--- src/rtl/zero_pattern_source_pkg.sv ---
// Shared types and constants for the zero-detector pattern source.
// Holds the FSM state type, the pattern select codes and the default word width.
package zero_pattern_source_pkg;

    localparam int DEFAULT_WIDTH = 64;

    typedef enum logic [1:0] {
        IDLE = 2'd0,
        RUN  = 2'd1,
        DONE = 2'd2
    } state_e;

    localparam logic [1:0] PAT_ZERO  = 2'd0;
    localparam logic [1:0] PAT_ONES  = 2'd1;
    localparam logic [1:0] PAT_WALK0 = 2'd2;
    localparam logic [1:0] PAT_WALK1 = 2'd3;

    // The walking patterns emit one word per bit position; the others emit one word.
    function automatic logic is_walking(input logic [1:0] sel);
        return (sel == PAT_WALK0) || (sel == PAT_WALK1);
    endfunction

endpackage

--- src/rtl/zero_pattern_source_pattern_word_gen.sv ---
// Combinational mapping from (pattern select, word index) to the generated word.
module pattern_word_gen
    import zero_pattern_source_pkg::*;
#(
    parameter int WIDTH = DEFAULT_WIDTH,
    parameter int IDX_W = $clog2(WIDTH) + 1
) (
    input  logic [1:0]       sel_i,
    input  logic [IDX_W-1:0] idx_i,
    output logic [WIDTH-1:0] word_o
);

    logic [WIDTH-1:0] onehot;

    assign onehot = {{(WIDTH-1){1'b0}}, 1'b1} << idx_i;

    always_comb begin
        word_o = '0;
        case (sel_i)
            PAT_ZERO:  word_o = '0;
            PAT_ONES:  word_o = '1;
            PAT_WALK0: word_o = ~onehot;
            default:   word_o = onehot;
        endcase
    end

endmodule

--- src/rtl/zero_pattern_source.sv ---
// Pattern source for exercising a zero detector: emits a latched word sequence over a
// valid/ready handshake together with the expected detector result.
module zero_pattern_source
    import zero_pattern_source_pkg::*;
#(
    parameter int WIDTH = DEFAULT_WIDTH
) (
    input  logic             clk,
    input  logic             rst,
    input  logic             start,
    input  logic [1:0]       pattern_sel,
    output logic [WIDTH-1:0] out_data,
    output logic             out_valid,
    input  logic             out_ready,
    output logic             exp_zero,
    output logic             busy,
    output logic             done
);

    localparam int IDX_W = $clog2(WIDTH) + 1;
    localparam logic [IDX_W-1:0] WALK_LAST = IDX_W'(WIDTH - 1);

    state_e           state_q, state_d;
    logic [1:0]       sel_q, sel_d;
    logic [IDX_W-1:0] idx_q, idx_d;
    logic [IDX_W-1:0] last_idx;
    logic [WIDTH-1:0] word;

    assign last_idx = is_walking(sel_q) ? WALK_LAST : '0;

    pattern_word_gen #(
        .WIDTH (WIDTH),
        .IDX_W (IDX_W)
    ) u_word_gen (
        .sel_i  (sel_q),
        .idx_i  (idx_q),
        .word_o (word)
    );

    always_ff @(posedge clk) begin
        if (rst) begin
            state_q <= IDLE;
            sel_q   <= PAT_ZERO;
            idx_q   <= '0;
        end else begin
            state_q <= state_d;
            sel_q   <= sel_d;
            idx_q   <= idx_d;
        end
    end

    // The index stops on the last word; leaving RUN is what ends the sequence.
    always_comb begin
        state_d   = state_q;
        sel_d     = sel_q;
        idx_d     = idx_q;
        out_valid = 1'b0;
        busy      = 1'b0;
        done      = 1'b0;
        case (state_q)
            IDLE: begin
                if (start) begin
                    state_d = RUN;
                    sel_d   = pattern_sel;
                    idx_d   = '0;
                end
            end
            RUN: begin
                out_valid = 1'b1;
                busy      = 1'b1;
                if (out_ready) begin
                    if (idx_q == last_idx) begin
                        state_d = DONE;
                    end else begin
                        idx_d = idx_q + IDX_W'(1);
                    end
                end
            end
            DONE: begin
                done    = 1'b1;
                state_d = IDLE;
            end
            default: begin
                state_d = IDLE;
            end
        endcase
    end

    assign out_data = out_valid ? word : '0;
    assign exp_zero = out_valid & ~(|out_data);

endmodule

--- config.mk ---
export PLATFORM = sky130hd
export DESIGN_NAME = zero_pattern_source
export DESIGN_NICKNAME = d
export VERILOG_FILES = /design/src/rtl/zero_pattern_source_pkg.sv /design/src/rtl/zero_pattern_source_pattern_word_gen.sv /design/src/rtl/zero_pattern_source.sv
export SDC_FILE = /design/constraint.sdc
export NUM_CORES = 1
export LEC_CHECK = 0
export CAP_MARGIN = 20
export CORE_ASPECT_RATIO = 2
export CORE_MARGIN = 2
export CORE_UTILIZATION = 44
export CTS_CLUSTER_SIZE = 8
export DETAILED_ROUTE_END_ITERATION = 10
export PLACE_DENSITY = 0.78
export SYNTH_ARGS = -nofsm -noshare
export SYNTH_HDL_FRONTEND = slang
export SYNTH_SLANG_ARGS = --single-unit
--- constraint.sdc ---
create_clock -name clk -period 2.4 [get_ports clk]
set_input_delay 0.48 -clock clk [delete_from_list [all_inputs] [get_ports clk]]
set_output_delay 0.48 -clock clk [all_outputs]
set_load 0.01 [all_outputs]
==> impl_metrics.json, run 1 <==
{
  "status": "finished, violations left",
  "failed_checks": "negative setup slack",
  "crit_type": "flip-flop to primary output",
  "power.internal_uw": 694,
  "combPwrFrac": 0.554,
  "crit_required_ns": 1.92,
  "worstPathArrival_ns": 2.32,
  "fin_crit_ns": 2.80,
  "fmax_ghz": 0.357,
  "ys_top_cells_by_area": "xor2_1 (19%), o21ai_0 (14%), nor2_1 (11%), dfxtp_1 (8.7%), nand2_1 (4.1%)",
  "cellPowerDensity_nw_per_um2": 257,
  "finalHoldViolations": 0,
  "worstReg2RegEnd": "idx_q[5]$_SDFFE_PP0P_",
  "drt_iter0_markers": 168,
  "final_cells": 619,
  "finClkSkew_ns": 0.00238,
  "power_frac_seq": 0.171,
  "netlist_area_sq_um": 2530,
  "clock_latency_ns": 0.25,
  "drc_errors": 0,
  "seqCellArea_sq_um": 248,
  "num_antenna_cells": 0,
  "postLayoutCoreUtil": 0.794,
  "fillerInstances": 398,
  "wirelength_microns": 11100,
  "worstMarginPinSlew_ns": 0.621,
  "yosysTopAreaCellShare": 0.193,
  "ys_warn_count": 0,
  "rows": 39,
  "vias": 3547,
  "grt_usage": 0.331,
  "htree_levels": 1,
  "synthFlopType": "dfxtp_1",
  "post-dp-hpwl_microns": 8120,
  "hold_path_class": "flip-flop to flip-flop",
  "grt_setup_unrepaired": "true",
  "syn_nets": 416,
  "vias_per_cell": 5.73,
  "end_kind": "primary output",
  "r2r_setup_slack_ns": 0.06,
  "whs_ns": 0.516,
  "fin_crit_sh": 1.17,
  "pre_cts_slack_ns": -0.530,
  "grt_antenna_before_repair": 0,
  "switching_power_uw": 461,
  "wl_per_cell_microns": 17.9,
  "clock_power_share": 0.275,
  "die_h_microns": 111,
  "dr.pass1.iters": 4,
  "relSlewSlack": 0.580,
  "crit_end": "exp_zero",
  "cts_num_sinks": 11,
  "syn_inst": 404,
  "ys_async_sr_fraction": 0,
  "startpoint": "idx_q[3]$_SDFFE_PP0P_",
  "place_congestion": 0.932,
  "slew_violations": 0,
  "core_sq_um": 5660,
  "reg2reg_from": "sel_q[1]$_SDFFE_PP0P_",
  "cts_buffers": 3,
  "switching_share": 0.399,
  "clk_pin_slew_ns": 0.04,
  "yosysSeqAreaShare": 0.0869,
  "synth-edff-count": 0,
  "die_w_microns": 57.7,
  "cts_hold_buf": 0,
  "port_buffers": 73,
  "tritoncts": "yes",
  "setup-tns-final_ns": -0.698,
  "grt_pass1_vias": 3443,
  "ys_types": 50,
  "finalNetCount": 571,
  "grt_start_max_net_pins": 59,
  "yosysTopAreaCell": "xor2_1",
  "drive_above_1_share": 0.473,
  "ff2ff_path_depth": 7,
  "setup_viol": 9,
  "multiInputGateArea_sq_um": 2570,
  "grt_pass1_wl_microns": 16700,
  "clockRootBuffer": "clkbuf_16",
  "place_area_sq_um": 3880,
  "setup_ws_ns": -0.400,
  "startpoint_type": "flip-flop",
  "total_leakage_power_nw": 1.88,
  "max-cap-violations": 0,
  "synth.avg_cell_area_sq_um": 6.27,
  "design_area_sq_um": 4490,
  "power_mw": 1.16,
  "io_pins": 74,
  "globalRouteOverflowTotal": 0,
  "ys_seq_elements": 11,
  "start_util": 0.448,
  "antenna_left": 0,
  "peakVddDrop_mv": 0.485,
  "clk_path_buf_depth": 2,
  "syn_to_final_growth_pct": 77.2,
  "crit_fanout": 6,
  "die-area_sq_um": 6420,
  "placedCellCount": 589
}
-- power groups by stage --
stage	Clock, mW	Sequential, mW	Combinational [mW]
2_1_floorplan	0	0.200	0.352
5_1_grt	0.320	0.197	0.692
3_3_place_gp	0	0.202	0.601
6_report	0.318	0.197	0.640
4_1_cts	0.314	0.197	0.601
3_5_place_dp	0	0.202	0.613
-- sequential cells by signal (all words and copies together) (netlist names) --
signal,cells
idx_q,7
sel_q,2
state_q,2
-- cell usage in the layout (no fill, tap or decap), types with 5 or more instances in the layout --
master           instances
a21oi_1                  8
xnor2_1                  5
xor2_1                  56
buf_6                   23
clkbuf_2                26
clkdlybuf4s15_1         11
nand4_1                  6
clkdlybuf4s50_1          8
o21ai_1                 17
nor2_1                  73
nor2b_1                  5
ha_4                     6
nand3_1                 10
o21ai_4                  5
nand2_1                 23
buf_4                   89
o21ai_0                 18
o21ai_2                 34
dlygate4sd2_1            5
nor3_1                   7
buf_2                   20
dfxtp_4                  7
-- repair_timing --
item                       4_1_cts  5_1_grt
pin swaps                       16       29
buffers inserted                13       14
setup endpoints to repair       65       61
gates resized for setup        222      161
-- worst min-delay path by stage --
stage                                  startpoint                      end  cells past startpoint
after CTS                   idx_q[2]$_SDFFE_PP0P_    idx_q[2]$_SDFFE_PP0P_                      2
after global placement      idx_q[2]$_SDFFE_PP0P_    idx_q[2]$_SDFFE_PP0P_                      2
after floorplan           state_q[1]$_SDFFE_PP0P_  state_q[0]$_SDFFE_PP0P_                      1
final                       idx_q[2]$_SDFFE_PP0P_    idx_q[2]$_SDFFE_PP0P_                      2
after global routing        idx_q[2]$_SDFFE_PP0P_    idx_q[2]$_SDFFE_PP0P_                      2
after detailed placement    idx_q[2]$_SDFFE_PP0P_    idx_q[2]$_SDFFE_PP0P_                      2
-- logic make-up after synthesis --
logic type	Yosys count	synth area share
AOI/OAI and AO/OA	98	0.218
xor gates and xnor gates	61	0.211
adders and majority gates	6	0.0296
buffers and inverters	45	0.0819
DFF	11	0.0869
muxes	5	0.0197
and+or+nand+nor	178	0.353
-- per-layer routing --
metal	share of wire	GRT usage	up-vias	wire, microns
li1	-	-	1690	-
met1	0.32	0.307	1637	3570
met2	0.56	0.638	149	6190
met3	0.037	0.0279	71	406
met4	0.083	0.222	0	925
met5	0	0	-	0
-- area by class of cell --
cell class | instances | area share
multi-input cells | 348 | 0.572
repair buffers | 188 | 0.332
flip-flops and latches | 11 | 0.0552
clock buffers | 4 | 0.0175
well taps | 61 | 0.0170
inverters | 7 | 0.00669
-- synthesized netlist by cell type, types with 4 or more instances --
library cell  number
dfxtp_1           11
xnor2_1            5
a21oi_1            8
inv_1              6
ha_1               6
a31oi_1            4
xor2_1            56
nand4_1            6
nor3_1             8
buf_2             13
nor4_1             4
nand2_1           28
o21ai_0           71
nand3_1           13
mux2i_1            5
nor2b_1           11
nand2b_1           4
nor2_1            77
clkbuf_1          19
buf_4              4
-- worst max-delay path, stage by stage, from the launching register on --
cell      delay (ns)
dfxtp_4         0.37
nor4b_1         0.45
buf_4           0.20
nand3_1         0.09
a21o_1          0.18
a21oi_1         0.19
o211ai_1        0.14
nor4_2          0.28
buf_2           0.18
(Power assumes the default switching activity.)
==> run 2, diff against run 1 <==
--- a/config.mk
+++ b/config.mk
@@ -5,6 +5,7 @@
 export SDC_FILE = /design/constraint.sdc
 export NUM_CORES = 1
 export LEC_CHECK = 0
+export ABC_AREA = 0
 export CAP_MARGIN = 20
 export CORE_ASPECT_RATIO = 2
 export CORE_MARGIN = 2
==> results of run 2 <==
The final DEF is identical to that of run 1; final timing and power are the same.
